**src/rtl/stbus_pkg.sv**
```systemverilog
// Shared constants and types for the ST-bus master: frame geometry, idle byte,
// channel index type and the phase strobes exchanged between timing and datapath.
package stbus_pkg;

    localparam int C4_PER_FRAME = 512;
    localparam int CHANNELS     = 32;
    localparam int BITS_PER_CH  = 8;
    localparam logic [7:0] IDLE_BYTE = 8'hFF;

    typedef logic [4:0] ch_t;

    typedef struct packed {
        logic load;       // first clk of a channel slot (q = 16n, p = 0)
        logic tx_shift;   // dstx update point (p = 0, even q)
        logic rx_sample;  // 3/4-bit sample point (p = HALF_C4, odd q)
        logic rx_done;    // clk after the last bit of a channel is sampled
    } strobe_t;

endpackage

```
**src/rtl/stbus_timing.sv**
```systemverilog
// p/q counters of the ST-bus frame: produces c4, f0, frame_start and the
// combinational phase strobes that drive the tx/rx datapath.
module stbus_timing
    import stbus_pkg::*;
#(
    parameter int HALF_C4 = 2
) (
    input  logic    clk_i,
    input  logic    rst_i,
    input  logic    en_i,
    output logic    c4_o,
    output logic    f0_o,
    output logic    frame_start_o,
    output strobe_t strb_o,
    output ch_t     ch_o
);

    localparam int PW = $clog2(2 * HALF_C4);
    localparam logic [PW-1:0] P_HALF = PW'(HALF_C4);
    localparam logic [PW-1:0] P_DONE = PW'(HALF_C4 + 1);
    localparam logic [PW-1:0] P_LAST = PW'(2 * HALF_C4 - 1);
    localparam logic [8:0]    Q_LAST = 9'(C4_PER_FRAME - 1);

    logic [PW-1:0] p_q, p_d;
    logic [8:0]    q_q, q_d;
    logic          c4_q, f0_q, frame_start_q;

    always_comb begin
        p_d = p_q + 1'b1;
        q_d = q_q;
        if (p_q == P_LAST) begin
            p_d = '0;
            q_d = q_q + 1'b1;
        end
    end

    always_comb begin
        strb_o           = '0;
        strb_o.load      = en_i && (p_q == '0) && (q_q[3:0] == 4'd0);
        strb_o.tx_shift  = en_i && (p_q == '0) && !q_q[0];
        strb_o.rx_sample = en_i && (p_q == P_HALF) && q_q[0];
        strb_o.rx_done   = en_i && (p_q == P_DONE) && (q_q[3:0] == 4'hF);
    end

    assign ch_o = q_q[8:4];

    // Dropping en parks the counters at zero so the next enabled clk is q=0, p=0.
    always_ff @(posedge clk_i) begin
        if (rst_i || !en_i) begin
            p_q           <= '0;
            q_q           <= '0;
            c4_q          <= 1'b0;
            f0_q          <= 1'b1;
            frame_start_q <= 1'b0;
        end else begin
            p_q           <= p_d;
            q_q           <= q_d;
            c4_q          <= (p_q >= P_HALF);
            f0_q          <= (q_q != Q_LAST);
            frame_start_q <= (p_q == '0) && (q_q == 9'd0);
        end
    end

    assign c4_o          = c4_q;
    assign f0_o          = f0_q;
    assign frame_start_o = frame_start_q;

endmodule

```
**src/rtl/stbus_master.sv**
```systemverilog
// ST-bus timing master with a 32-channel TDM framer: per-channel byte fetch,
// MSB-first serializer on dstx and deserializer on dsrx.
module stbus_master
    import stbus_pkg::*;
#(
    parameter int HALF_C4 = 2
) (
    input  logic       clk,
    input  logic       rst,
    input  logic       en,
    output logic       c4,
    output logic       f0,
    output logic       dstx,
    input  logic       dsrx,
    output logic       tx_req,
    output logic [4:0] tx_ch,
    input  logic       tx_valid,
    input  logic [7:0] tx_data,
    output logic       tx_underrun,
    output logic       rx_valid,
    output logic [4:0] rx_ch,
    output logic [7:0] rx_data,
    output logic       frame_start
);

    strobe_t strb;
    ch_t     cur_ch;

    stbus_timing #(.HALF_C4(HALF_C4)) u_timing (
        .clk_i         (clk),
        .rst_i         (rst),
        .en_i          (en),
        .c4_o          (c4),
        .f0_o          (f0),
        .frame_start_o (frame_start),
        .strb_o        (strb),
        .ch_o          (cur_ch)
    );

    // Fetch handshake: tx_req opens a window for tx_ch lasting until the next
    // load; the first clk with tx_valid high inside it (the tx_req clk
    // included) captures tx_data, later tx_valid in that window is ignored.
    logic [7:0] buf_q, buf_d;
    logic       buf_full_q, buf_full_d;
    logic       first_q, first_d;
    logic [7:0] tx_sr_q, tx_sr_d;
    logic       dstx_q, dstx_d;
    logic       tx_req_q, tx_req_d;
    ch_t        tx_ch_q, tx_ch_d;
    logic       tx_underrun_q, tx_underrun_d;
    logic [7:0] rx_sr_q, rx_sr_d;
    logic       rx_valid_q, rx_valid_d;
    ch_t        rx_ch_q, rx_ch_d;
    logic [7:0] rx_data_q, rx_data_d;
    logic [7:0] load_byte;

    always_comb begin
        buf_d         = buf_q;
        buf_full_d    = buf_full_q;
        first_d       = first_q;
        tx_sr_d       = tx_sr_q;
        dstx_d        = dstx_q;
        tx_req_d      = 1'b0;
        tx_ch_d       = tx_ch_q;
        tx_underrun_d = 1'b0;
        rx_sr_d       = rx_sr_q;
        rx_valid_d    = 1'b0;
        rx_ch_d       = rx_ch_q;
        rx_data_d     = rx_data_q;
        load_byte     = buf_full_q ? buf_q : IDLE_BYTE;

        if (strb.load) begin
            // Channel 0 of the first frame has never been requested, so it is not an underrun.
            tx_underrun_d = !buf_full_q && !first_q;
            first_d       = 1'b0;
            tx_req_d      = 1'b1;
            tx_ch_d       = ch_t'(cur_ch + 5'd1);
            buf_full_d    = tx_valid;
            buf_d         = tx_valid ? tx_data : buf_q;
            dstx_d        = load_byte[7];
            tx_sr_d       = {load_byte[6:0], 1'b1};
        end else begin
            if (tx_valid && !buf_full_q) begin
                buf_full_d = 1'b1;
                buf_d      = tx_data;
            end
            if (strb.tx_shift) begin
                dstx_d  = tx_sr_q[7];
                tx_sr_d = {tx_sr_q[6:0], 1'b1};
            end
        end

        if (strb.rx_sample) begin
            rx_sr_d = {rx_sr_q[6:0], dsrx};
        end
        if (strb.rx_done) begin
            rx_valid_d = 1'b1;
            rx_ch_d    = cur_ch;
            rx_data_d  = rx_sr_q;
        end
    end

    always_ff @(posedge clk) begin
        if (rst || !en) begin
            buf_q         <= 8'h00;
            buf_full_q    <= 1'b0;
            first_q       <= 1'b1;
            tx_sr_q       <= IDLE_BYTE;
            dstx_q        <= 1'b1;
            tx_req_q      <= 1'b0;
            tx_ch_q       <= '0;
            tx_underrun_q <= 1'b0;
            rx_sr_q       <= 8'h00;
            rx_valid_q    <= 1'b0;
            rx_ch_q       <= '0;
            rx_data_q     <= 8'h00;
        end else begin
            buf_q         <= buf_d;
            buf_full_q    <= buf_full_d;
            first_q       <= first_d;
            tx_sr_q       <= tx_sr_d;
            dstx_q        <= dstx_d;
            tx_req_q      <= tx_req_d;
            tx_ch_q       <= tx_ch_d;
            tx_underrun_q <= tx_underrun_d;
            rx_sr_q       <= rx_sr_d;
            rx_valid_q    <= rx_valid_d;
            rx_ch_q       <= rx_ch_d;
            rx_data_q     <= rx_data_d;
        end
    end

    assign dstx        = dstx_q;
    assign tx_req      = tx_req_q;
    assign tx_ch       = tx_ch_q;
    assign tx_underrun = tx_underrun_q;
    assign rx_valid    = rx_valid_q;
    assign rx_ch       = rx_ch_q;
    assign rx_data     = rx_data_q;

endmodule

```
**config.mk**
```make
export PLATFORM = sky130hd
export DESIGN_NAME = stbus_master
export DESIGN_NICKNAME = d
export VERILOG_FILES = /design/src/rtl/stbus_pkg.sv /design/src/rtl/stbus_timing.sv /design/src/rtl/stbus_master.sv
export SDC_FILE = /design/constraint.sdc
export NUM_CORES = 1
export LEC_CHECK = 0
export CORE_MARGIN = 4
export CORE_UTILIZATION = 48
export DETAILED_ROUTE_END_ITERATION = 10
export GPL_ROUTABILITY_DRIVEN = 0
export HOLD_SLACK_MARGIN = 0.06
export PLACE_DENSITY = 0.75
export SLEW_MARGIN = 20
export SYNTH_ARGS = -nofsm -noshare
export SYNTH_HDL_FRONTEND = slang
export SYNTH_SLANG_ARGS = --single-unit
```
**constraint.sdc**
```tcl
create_clock -name clk -period 2.45 [get_ports clk]
set_input_delay 0.245 -clock clk [delete_from_list [all_inputs] [get_ports clk]]
set_output_delay 0.245 -clock clk [all_outputs]
set_load 0.03 [all_outputs]
```
Yosys cells after proc, flatten, opt, wreduce, memory -nomap -nowiden
Index checks and enable logic that the tools add are counted.
{"block": "op_classes", "add_sub_neg": 3, "mul": 0, "div": 0, "n_lt_le_gt_ge": 1, "eq_ne": 5, "shifts": 0, "mux": 12, "n_bitwise": 1, "n_reduce_logical": 23}
{"operator": "8-bit 2-to-1 mux", "count": 6}
{"operator": "1-bit logical AND", "count": 10}
{"operator": "9-bit by 1-bit adder with 9-bit output (second input constant)", "count": 1}
{"operator": "9-bit logical NOT", "count": 1}
{"operator": "9-bit != test (second input constant)", "count": 1}
{"operator": "1-bit 2-to-1 mux", "count": 6}
{"operator": "5-bit by 1-bit adder with 5-bit output (second input constant)", "count": 1}
{"operator": "2-bit equality test (second input constant)", "count": 2}
{"operator": "4-bit equality test (second input constant)", "count": 1}
{"operator": "1-bit logical NOT", "count": 4}
{"operator": "4-bit logical NOT", "count": 1}
{"operator": "2-bit nonzero test", "count": 2}
{"operator": "2-bit OR reduction", "count": 2}
{"operator": "2-bit by 1-bit adder with 2-bit output (second input constant)", "count": 1}
{"operator": "2-bit >= comparator (second input constant)", "count": 1}
{"operator": "2-bit logical NOT", "count": 1}
{"operator": "2-bit != test (second input constant)", "count": 1}
{"operator": "2-bit AND reduction", "count": 1}
{"operator": "1-bit logical OR", "count": 1}
{"operator": "1-bit inverter", "count": 1}
{"block": "word_totals", "register_bits": 61, "latchBits": 0, "ram_bits": 0, "romBits": 0, "input_bits": 13, "wordCells": 62, "mem_count": 0}

Longest topological paths before layout
Gate-level depths: netlist of the first run.
{"block": "depth", "depth_word": 5, "depth_mapped": 7}

Cells and area by module
A second synthesis of the first run with hierarchy kept.
{"block": "unflattened", "cells_unflattened": 254, "hier_area_um2": 2560.0}
{"module": "stbus_master", "n_inst": 1, "cells_per_inst": 177, "area_each_um2": 1883.1, "seq_area_each_um2": 940.9}
{"module": "stbus_timing", "n_inst": 1, "cells_per_inst": 77, "area_each_um2": 676.9, "seq_area_each_um2": 280.3}

Worst setup path before layout of the first run
OpenSTA, ideal clock, no wires.
{"block": "synth_timing", "kind": "register to register", "startpoint": "register u_timing.q_q[0]", "endpoint": "register tx_sr_q[7]", "t_arrival_ns": 1.584, "t_required_ns": 2.315, "slack_ns": 0.731, "path_stages_with_launch": 8, "path_buffers": 2, "period_less_slack_ns": 1.719, "cell_sequence": "dfxtp_1 > buf_1 > inv_1 > ha_1 > and4bb_1 > buf_2 > a21oi_4 > a22oi_1"}
{"block": "synth_between", "elab_chain_len": 3, "elab_cells_between_ends": 6}
{"element": "start, declared", "line": "stbus_timing.sv:25", "rtl": "logic [8:0] q_q, q_d;"}
{"element": "start signal, assigned", "line": "stbus_timing.sv:57", "rtl": "q_q <= q_d;"}
{"element": "4-bit logical NOT / 1-bit logical NOT (equally long branches)", "line": "stbus_timing.sv:39, stbus_timing.sv:40"}
{"element": "1-bit logical AND, on equally long branches", "line": "stbus_timing.sv:39, stbus_timing.sv:40"}
{"element": "8-bit 2-to-1 mux / 2-bit nonzero test (equally long branches)"}
{"element": "end signal, assigned", "line": "stbus_master.sv:121", "rtl": "tx_sr_q <= tx_sr_d;"}
{"element": "end, declared", "line": "stbus_master.sv:46", "rtl": "logic [7:0] tx_sr_q, tx_sr_d;"}
Parallel ways exist; a longest one is shown, timed or not.
A chain may end at the register's enable or synchronous reset.

Worst setup path after layout of the first run
{"block": "layout_timing", "startpoint": "register u_timing.q_q[0]", "endpoint": "register tx_sr_q[5]"}
The elaborated chain is that of the path after synthesis.

==> flow_metrics.py, run 1 <==
metrics = {
    "cts": {
        "ctsHoldBuffers": 0,
        "clkTransAtPathRegs_ns": 0.06,
        "inserted_clock_buffers": 9,
        "cts_max_level": 3,
        "insertion_delay_of_the_later_clocked_pin_in_the_worst_skew_pair_ns": 0.34,
        "cts.repair_timing.setup_buffer_count": 0,
        "cts_tree": "done",
        "post_cts_resize_count": 0,
        "cts.sink_count": 61,
        "max_clock_buf_depth": 2,
        "clock_tree.root_cell": "sky130_fd_sc_hd__clkbuf_8",
    },
    "placement": {
        "numPortBuffers": 37,
        "place.detailed.hpwl_um": 3460,
    },
    "sta": {
        "max_freq_mhz": 537,
        "max_slew_margin_pct": 66.2,
        "drv_slew": 0,
        "final.setup.tns_ns": 0,
        "hold_violation_total_from_the_final_report": 0,
        "worstMarginPinSlew_ns": 0.506,
        "final.period_utilization_pct": 76.0,
        "period_minus_slack_ns": 1.86,
        "rsz_0062_raised_after_global_routing": "false",
        "skew_final_ns": 0.00977,
        "finalSetupViolCount": 0,
    },
    "flow_run": {
        "maxCapViolations": 0,
    },
    "synthesis": {
        "synth.lib_cells_used.distinct": 43,
        "yosys_warnings": 0,
        "synth_nets": 299,
        "synth.ff_latch_count": 61,
        "avgSynthCellArea_um2": 9.09,
        "synth_cells": 278,
        "synth_seq_area_share_pct": 48.3,
        "mappedNetlistArea_um2": 2530,
    },
    "final_layout": {
        "fillers": 466,
        "n_antenna_cell": 0,
        "fin_nets": 334,
        "drive_above_1_share_pct": 8.81,
        "syn2layout_area_growth_pct": 23.8,
        "post-route-util_pct": 61.3,
    },
    "pwr": {
        "power_leakage_nw": 1.13,
        "power.ir.vdd_worst_uv": 380,
        "power_per_cell_area_nw_per_um2": 647,
    },
    "global_routing": {
        "antenna_violations_before_repair": 0,
        "grt_overflow_total": 0,
        "wire_length_of_the_first_global_routing_pass_um": 8540,
        "gr-usage-all-layers_pct": 17.1,
        "grt_start_max_net_pins": 35,
        "grt_pass1_vias": 1965,
    },
    "critical_path": {
        "timing.critical_path.arrival_ns": 2.07,
        "critical-path-max-stage-delay_ns": 0.63,
        "crit_path_start_kind": "flop",
        "critPathCaptureType": "flop",
        "crit_chain": "inv_1 -> ha_1 -> and4bb_1 -> a21oi_4 -> a22oi_1",
        "crit_type": "reg2reg",
        "crit_path_max_fanout": 15,
        "timing.critical_path.required_ns": 2.66,
        "timing.critical_path.slowest_stage_cell": "sky130_fd_sc_hd__dfxtp_1",
    },
    "floorplan": {
        "placeableCoreArea_um2": 5110,
        "placementRows": 26,
        "io-pin-count": 38,
        "die_h_um": 80.6,
        "design.die.area_um2": 6490,
        "start_util_pct": 49.5,
        "die_w_um": 80.6,
    },
    "status": {
        "run_status": "finished, final reports clean",
    },
    "routing": {
        "dr.pass1.iters": 4,
        "wirelength_um": 5030,
        "detail_route.vias_per_cell": 5.11,
        "drt_drc_violations_left": 0,
        "route.antenna.remaining_nets": 0,
        "via_count": 1984,
        "drt-wirelength-per-cell_um": 13.0,
        "detail_route.iter0.violations": 63,
    },
    "worst_hold_path": {
        "hp-class": "reg2reg",
    },
}
==> placed cells by master (no fill, tap or decap), drive strengths merged, types with 2 or more instances in the layout <==
cell type,netlist,routed
a211oi,3,3
a21o,2,2
a21oi,31,31
a22oi,7,7
buf,14,5
clkbuf,4,11
clkdlybuf4s50,0,37
clkinv,0,4
dfxtp,61,61
ha,8,8
inv,11,11
mux2i,17,17
nand2,58,58
nand3,12,12
nand4,2,2
nand4b,2,2
nor2,10,10
nor3,3,3
nor3b,8,8
o21ai,3,3
o31ai,2,2
or4,2,2
xnor2,3,3
xor2,3,3
==> power breakdown <==
| part | switching [W] | internal, W |
|---|---|---|
| Combinational | 0.0000795 | 0.0000612 |
| Sequential | 0.0000103 | 0.00101 |
| Clock | 0.000376 | 0.000490 |
| Total | 0.000466 | 0.00156 |
==> worst paths after layout <==
kind         slack (ns)                         start  depth (start not counted)                       to
min reg2reg        0.44          first_q$_SDFFE_PP1P_                          1   tx_underrun$_SDFF_PP0_
max                0.59  u_timing.q_q[0]$_SDFFE_PP0N_                          5  tx_sr_q[5]$_SDFFE_PP1P_
min                0.44          first_q$_SDFFE_PP1P_                          1   tx_underrun$_SDFF_PP0_
max reg2reg        0.59  u_timing.q_q[0]$_SDFFE_PP0N_                          5  tx_sr_q[5]$_SDFFE_PP1P_
==> registers in the layout, indices dropped and copies added, names as in the netlist, 2 cells and up <==
signal and flops:
rx_sr_q 8, u_timing.p_q 2, u_timing.q_q 9, rx_ch 5, tx_sr_q 7, buf_q 8, tx_ch 5, rx_data 8
==> cell usage after synthesis <==
library cell / n / area share, %
sky130_fd_sc_hd__or4_1: 1 / 0.30
sky130_fd_sc_hd__nand4b_1: 2 / 0.69
sky130_fd_sc_hd__nor2_1: 9 / 1.3
sky130_fd_sc_hd__buf_2: 11 / 2.2
sky130_fd_sc_hd__mux2i_1: 17 / 6.7
sky130_fd_sc_hd__ha_1: 8 / 4.0
sky130_fd_sc_hd__nand2_1: 57 / 8.5
sky130_fd_sc_hd__dfxtp_1: 61 / 48
sky130_fd_sc_hd__nor4_1: 1 / 0.25
sky130_fd_sc_hd__nand3_2: 1 / 0.40
sky130_fd_sc_hd__nand3_1: 11 / 2.2
sky130_fd_sc_hd__xor2_1: 3 / 1.0
sky130_fd_sc_hd__xnor2_1: 3 / 1.0
sky130_fd_sc_hd__a211oi_1: 3 / 0.89
sky130_fd_sc_hd__a21o_1: 2 / 0.59
sky130_fd_sc_hd__o21ai_1: 3 / 0.59
sky130_fd_sc_hd__nor3_1: 3 / 0.59
sky130_fd_sc_hd__inv_1: 11 / 1.6
sky130_fd_sc_hd__nand4_1: 1 / 0.25
sky130_fd_sc_hd__o22ai_4: 1 / 0.79
sky130_fd_sc_hd__a21oi_1: 29 / 5.7
sky130_fd_sc_hd__o211ai_1: 1 / 0.30
sky130_fd_sc_hd__buf_4: 1 / 0.30
sky130_fd_sc_hd__o31ai_1: 2 / 0.59
sky130_fd_sc_hd__a21oi_2: 1 / 0.35
sky130_fd_sc_hd__nand4_2: 1 / 0.49
sky130_fd_sc_hd__nor3b_1: 8 / 2.4
sky130_fd_sc_hd__nand2_2: 1 / 0.25
sky130_fd_sc_hd__a21oi_4: 1 / 0.64
sky130_fd_sc_hd__nor2_2: 1 / 0.25
sky130_fd_sc_hd__a22oi_1: 7 / 2.1
sky130_fd_sc_hd__a211o_1: 1 / 0.35
sky130_fd_sc_hd__or4_4: 1 / 0.45
sky130_fd_sc_hd__clkbuf_1: 4 / 0.59
sky130_fd_sc_hd__nor2b_1: 1 / 0.25
sky130_fd_sc_hd__or3_1: 1 / 0.25
sky130_fd_sc_hd__o211a_1: 1 / 0.40
sky130_fd_sc_hd__and4_1: 1 / 0.35
sky130_fd_sc_hd__nand2b_1: 1 / 0.25
sky130_fd_sc_hd__buf_1: 2 / 0.30
sky130_fd_sc_hd__nand3b_1: 1 / 0.30
sky130_fd_sc_hd__and4bb_1: 1 / 0.49
sky130_fd_sc_hd__nand4bb_1: 1 / 0.45
==> cell families after synthesis <==
logic type | synth area share, %
compound gates | 13.3
xor+xnor | 2.08
fa+ha+maj | 3.96
buf+inv | 5.00
flops | 48.3
mux | 6.73
simple gates | 20.6
==> through the flow <==
step	area, um^2	hold WS (ns)	std cells	power [W]	worst slack [ns]
global placement	2940	0.416	372	0.00118	0.546
CTS	3130	0.445	388	0.00204	0.567
finish	3130	0.444	388	0.00203	0.587
global route	3130	0.470	388	0.00210	0.409
floorplan	2530	0.317	278	0.00113	0.731
detailed placement	2940	0.429	372	0.00118	0.522
==> area by class of cell <==
class	instances	area, um^2	area share, %
clock inverter	5	50.0	1.60
tap	70	87.6	2.80
multi-input combinational	188	1180	37.7
clock buffer	11	141	4.52
sequential	61	1220	39.0
timing repair buffer	42	408	13.0
inverter	11	41.3	1.32
==> critical path, delay by kind of cell (launching register included) <==
family / cells / cell delay (ns)
buffers and inverters: 1 / 0.10
AND/OR/NAND/NOR: 1 / 0.34
flip-flops: 1 / 0.63
adder cells (fa/ha/maj): 1 / 0.23
AO/OA/AOI/OAI: 2 / 0.43
==> layer usage <==
metal | vias to the layer above | part of all wire, % | GRT usage [%] | wire (um)
met5 | - | 0 | 0 | 0
met2 | 24 | 47 | 28.3 | 2360
met1 | 925 | 47 | 19.9 | 2370
met3 | 10 | 3.9 | 5.72 | 198
li1 | 1025 | - | - | -
met4 | 0 | 1.9 | 7.94 | 95
No activity file was read; power rests on OpenSTA's default activity.
==> run 2: changes to the inputs <==
- clock period: 2.45 -> 1.77 ns (I/O delays scaled with it)
==> run 2 against run 1 <==
Die area unchanged. Maximum frequency increased by 18%. Register-to-register slack lost 0.39 ns. Critical path type unchanged. Largest cell class unchanged. Highest routed layer unchanged.
==> flow_metrics.py, run 2 (synthesized netlist as in run 1, its figures left out) <==
metrics = {
    "cts": {
        "max_clock_buf_depth": 2,
        "cts_tree": "done",
        "clkTransAtPathRegs_ns": 0.06,
        "cts.repair_timing.setup_buffer_count": 0,
        "cts_max_level": 3,
        "inserted_clock_buffers": 9,
        "post_cts_resize_count": 0,
        "insertion_delay_of_the_later_clocked_pin_in_the_worst_skew_pair_ns": 0.33,
        "clock_tree.root_cell": "sky130_fd_sc_hd__clkbuf_8",
        "cts.sink_count": 61,
        "ctsHoldBuffers": 0,
    },
    "final_layout": {
        "most-common-layout-cells": "sky130_fd_sc_hd__dfxtp_1, sky130_fd_sc_hd__nand2_1, sky130_fd_sc_hd__clkdlybuf4s50_1",
        "mostFrequentLayoutCell": "sky130_fd_sc_hd__dfxtp_1",
        "largest_register_ff_count": 9,
        "fillers": 438,
        "post-route-util_pct": 62.4,
        "n_antenna_cell": 0,
        "fin_nets": 345,
        "drive_above_1_share_pct": 11.3,
        "largest-register": "u_timing.q_q",
        "syn2layout_area_growth_pct": 26.0,
    },
    "floorplan": {
        "placementRows": 26,
        "die_h_um": 80.6,
        "die_w_um": 80.6,
        "start_util_pct": 49.5,
        "placeableCoreArea_um2": 5110,
        "io-pin-count": 38,
        "design.die.area_um2": 6490,
    },
    "sta": {
        "final.period_utilization_pct": 88.8,
        "finalSetupViolCount": 0,
        "max_freq_mhz": 636,
        "rsz_0062_raised_after_global_routing": "false",
        "worstMarginPinSlew_ns": 0.410,
        "hold_violation_total_from_the_final_report": 0,
        "skew_final_ns": 0.00533,
        "drv_slew": 0,
        "final.setup.tns_ns": 0,
        "period_minus_slack_ns": 1.57,
        "max_slew_margin_pct": 72.7,
    },
    "worst_hold_path": {
        "hp-class": "in2reg",
    },
    "routing": {
        "via_count": 2018,
        "route.antenna.remaining_nets": 0,
        "detail_route.vias_per_cell": 5.08,
        "drt-wirelength-per-cell_um": 12.5,
        "dr.pass1.iters": 4,
        "drt_drc_violations_left": 0,
        "wirelength_um": 4970,
        "detail_route.iter0.violations": 104,
    },
    "global_routing": {
        "grt_overflow_total": 0,
        "gr-usage-all-layers_pct": 17.4,
        "grt_start_max_net_pins": 26,
        "antenna_violations_before_repair": 0,
        "wire_length_of_the_first_global_routing_pass_um": 8630,
        "grt_pass1_vias": 1932,
    },
    "pwr": {
        "power.ir.vdd_worst_uv": 566,
        "power_leakage_nw": 1.17,
        "power_per_cell_area_nw_per_um2": 839,
    },
    "critical_path": {
        "timing.critical_path.required_ns": 2.00,
        "crit_path_max_fanout": 9,
        "crit_path_start_kind": "flop",
        "timing.critical_path.arrival_ns": 1.80,
        "critPathCaptureType": "flop",
        "timing.critical_path.slowest_stage_cell": "sky130_fd_sc_hd__and4bb_1",
        "crit_type": "reg2reg",
        "crit_chain": "inv_1 -> ha_1 -> and4bb_1 -> nand2_1 -> o211a_1",
        "critical-path-max-stage-delay_ns": 0.46,
    },
    "placement": {
        "place.detailed.hpwl_um": 3530,
        "numPortBuffers": 37,
    },
    "status": {
        "run_status": "finished, final reports clean",
    },
    "flow_run": {
        "maxCapViolations": 0,
    },
}
[run 2: cell count changes in the layout (fill, tap and decap cells not counted), sizes merged]
cell | before | now
clkinv | 4 | 2
clkbuf | 11 | 12
buf | 5 | 16
bufinv | 1 | 0
[run 2: through the flow]
step	instances	hold slack [ns]	worst slack [ns]	total power (W)	area, um^2
2_1_floorplan	278	0.249	0.0508	0.00157	2530
3_3_place_gp	383	0.415	0.183	0.00164	3020
3_5_place_dp	383	0.434	0.126	0.00165	3020
4_1_cts	397	0.382	0.188	0.00270	3190
5_1_grt	397	0.395	0.0602	0.00278	3190
6_report	397	0.392	0.198	0.00267	3190
[run 2: area by class of cell]
class	count	area (um^2)	share of cell area, %
multi-input cells	188	1180	37.0
inverters	11	41.3	1.30
flip-flops and latches	61	1220	38.3
clock inverters	2	10.0	0.314
repair buffers	53	490	15.4
well taps	70	87.6	2.75
clock buffers	12	155	4.87
[run 2: final timing paths]
path | startpoint | depth (start not counted) | slack, ns | end
worst max-delay path | u_timing.p_q[0]$_SDFF_PP0_ | 5 | 0.20 | tx_ch[3]$_SDFFE_PP0P_
worst min-delay path | tx_data[6] | 3 | 0.39 | buf_q[6]$_SDFFE_PP0P_
worst max register to register | u_timing.p_q[0]$_SDFF_PP0_ | 5 | 0.20 | tx_ch[3]$_SDFFE_PP0P_
worst min register to register | first_q$_SDFFE_PP1P_ | 1 | 0.44 | tx_underrun$_SDFF_PP0_
[run 2: worst max-delay path: cells and delay by family (launching register included)]
kind	cells	cell delay (ns)
and+or+nand+nor	2	0.63
DFF	1	0.32
AOI/OAI and AO/OA	1	0.24
adders and majority gates	1	0.19
buffers and inverters	1	0.08
[run 2: routing by layer]
metal  GRT usage, %  up-vias  routed length, um
li1               -     1043                  -
met1           21.5      936               2260
met2           27.3       32               2400
met3           5.72        7                239
met4           8.11        0                 65
met5              0        -                  0
[run 2: where the power goes]
group | switching [W] | internal, W | leakage [nW]
logic | 0.000110 | 0.0000937 | 0.586
clock network | 0.000495 | 0.000564 | 0.0881
registers | 0.0000141 | 0.00140 | 0.494
==> run 3: changes to the inputs <==
- DONT_BUFFER_PORTS: default -> 1
- PLACE_DENSITY: 0.75 -> 0.66
==> run 3 against run 2 <==
Maximum frequency down 2.4%. Combinational power fell by 15%. Core utilization shrank 5.1 points. Final cell count is 7.3% lower. Sequential cell count unchanged. Sequential share of layout area up 3.4 points. Worst hold slack worse by 0.31 ns. Wire length grew 5.3%. Global-route usage up 0.30 points. Cell area decreased by 8.2%. Count of clock-buffer cells in the layout unchanged. Register-to-register slack worse by 0.04 ns.
==> flow_metrics.py, run 3 (synthesized netlist as in run 1, its figures left out) <==
metrics = {
    "status": {
        "run_status": "finished, final reports clean",
    },
    "global_routing": {
        "gr-usage-all-layers_pct": 17.7,
        "grt_pass1_vias": 1890,
        "antenna_violations_before_repair": 0,
        "grt_start_max_net_pins": 22,
        "grt_overflow_total": 0,
        "wire_length_of_the_first_global_routing_pass_um": 8760,
    },
    "sta": {
        "skew_final_ns": 0.00673,
        "drv_slew": 0,
        "final.hold.worst_slack_ns": 0.0820,
        "hold_violation_total_from_the_final_report": 0,
        "max_freq_mhz": 621,
        "finalSetupViolCount": 0,
        "worstMarginPinSlew_ns": 0.494,
        "final.period_utilization_pct": 91.0,
        "final.setup.tns_ns": 0,
        "period_minus_slack_ns": 1.61,
        "rsz_0062_raised_after_global_routing": "false",
        "max_slew_margin_pct": 67.1,
    },
    "floorplan": {
        "die_h_um": 80.6,
        "design.die.area_um2": 6490,
        "die_w_um": 80.6,
        "start_util_pct": 49.5,
        "io-pin-count": 38,
        "placementRows": 26,
        "placeableCoreArea_um2": 5110,
    },
    "final_layout": {
        "register_area_um2": 1220,
        "layoutNonFillerInstCount": 368,
        "fin_nets": 316,
        "most-common-layout-cells": "sky130_fd_sc_hd__dfxtp_1, sky130_fd_sc_hd__nand2_1, sky130_fd_sc_hd__a21oi_1",
        "fillers": 477,
        "mostFrequentLayoutCell": "sky130_fd_sc_hd__dfxtp_1",
        "finish.instance_area_um2": 2930,
        "n_antenna_cell": 0,
        "multi_input_comb_area_um2": 1190,
        "largest_register_ff_count": 9,
        "syn2layout_area_growth_pct": 15.7,
        "drive_above_1_share_pct": 11.4,
        "largest-register": "u_timing.q_q",
    },
    "critical_path": {
        "timing.critical_path.required_ns": 1.99,
        "crit_path_start_kind": "flop",
        "crit_path_max_fanout": 5,
        "crit_chain": "inv_1 -> ha_1 -> nand4bb_1 -> buf_4 -> a211o_1",
        "timing.critical_path.arrival_ns": 1.83,
        "critical-path-max-stage-delay_ns": 0.34,
        "crit_type": "reg2reg",
        "timing.critical_path.slowest_stage_cell": "sky130_fd_sc_hd__nand4bb_1",
        "critPathCaptureType": "flop",
    },
    "cts": {
        "cts_tree": "done",
        "insertion_delay_of_the_later_clocked_pin_in_the_worst_skew_pair_ns": 0.33,
        "clkTransAtPathRegs_ns": 0.07,
        "inserted_clock_buffers": 9,
        "max_clock_buf_depth": 2,
        "clock_tree.root_cell": "sky130_fd_sc_hd__clkbuf_8",
        "cts_max_level": 3,
        "cts.sink_count": 61,
    },
    "routing": {
        "via_count": 1959,
        "drt-wirelength-per-cell_um": 14.2,
        "drt_drc_violations_left": 0,
        "dr.pass1.iters": 4,
        "wirelength_um": 5230,
        "detail_route.vias_per_cell": 5.32,
        "detail_route.iter0.violations": 60,
        "route.antenna.remaining_nets": 0,
    },
    "placement": {
        "placement.cell_area_um2": 2620,
        "place.detailed.hpwl_um": 3460,
        "numPortBuffers": 0,
        "dp.cells": 341,
    },
    "worst_hold_path": {
        "hp-class": "in2reg",
    },
    "pwr": {
        "power_leakage_nw": 1.07,
        "power_per_cell_area_nw_per_um2": 909,
        "post-layout-total-power_w": 0.00266,
        "power.ir.vdd_worst_uv": 440,
    },
    "flow_run": {
        "maxCapViolations": 0,
    },
}
-- run 3: power breakdown --
part / total [W] / internal (W) / switching [W]
registers: 0.00143 / 0.00140 / 0.0000314
clock network: 0.00106 / 0.000564 / 0.000493
logic: 0.000174 / 0.0000791 / 0.0000947
total: 0.00266 / 0.00204 / 0.000620
-- run 3: area by class of cell --
cell class / count / area share (%)
Inverter: 11 / 1.41
Tap cell: 70 / 2.99
Timing Repair Buffer: 24 / 7.61
Sequential cell: 61 / 41.7
Clock inverter: 2 / 0.342
Multi-Input combinational cell: 188 / 40.6
Clock buffer: 12 / 5.30
-- run 3: through the flow --
stage	utilization, %	setup WS, ns
after floorplan	-	0.0508
after global placement	51.2	0.207
after detailed placement	51.2	0.159
after CTS	56.8	0.106
after global routing	57.3	0.000679
final	57.3	0.160
-- run 3: timing repair --
action	in CTS	in global routing
gates resized for setup	0	1
endpoints found under the hold margin	16	0
hold buffers	12	0
endpoints found under the setup margin	0	13
buffers inserted	0	1
-- run 3: worst paths after layout --
check	to	startpoint	cells past startpoint	slack, ns
max	first_q$_SDFFE_PP1P_	u_timing.p_q[0]$_SDFF_PP0_	5	0.16
min	tx_ch[2]$_SDFFE_PP0P_	en	2	0.08
max reg2reg	first_q$_SDFFE_PP1P_	u_timing.p_q[0]$_SDFF_PP0_	5	0.16
min reg2reg	tx_underrun$_SDFF_PP0_	first_q$_SDFFE_PP1P_	1	0.43
-- run 3: layer usage --
metal	wire (um)	up-vias	track usage [%]
li1	-	983	-
met1	2550	923	22.4
met2	2270	42	26.0
met3	285	11	5.72
met4	123	0	10.6
met5	0	-	0
-- run 3: critical path, delay by kind of cell, from the launching register on --
kind,cells,cell delay [ns]
buffers and inverters,2,0.35
and+or+nand+nor,1,0.34
DFF,1,0.33
AOI/OAI and AO/OA,1,0.28
adders and majority gates,1,0.20
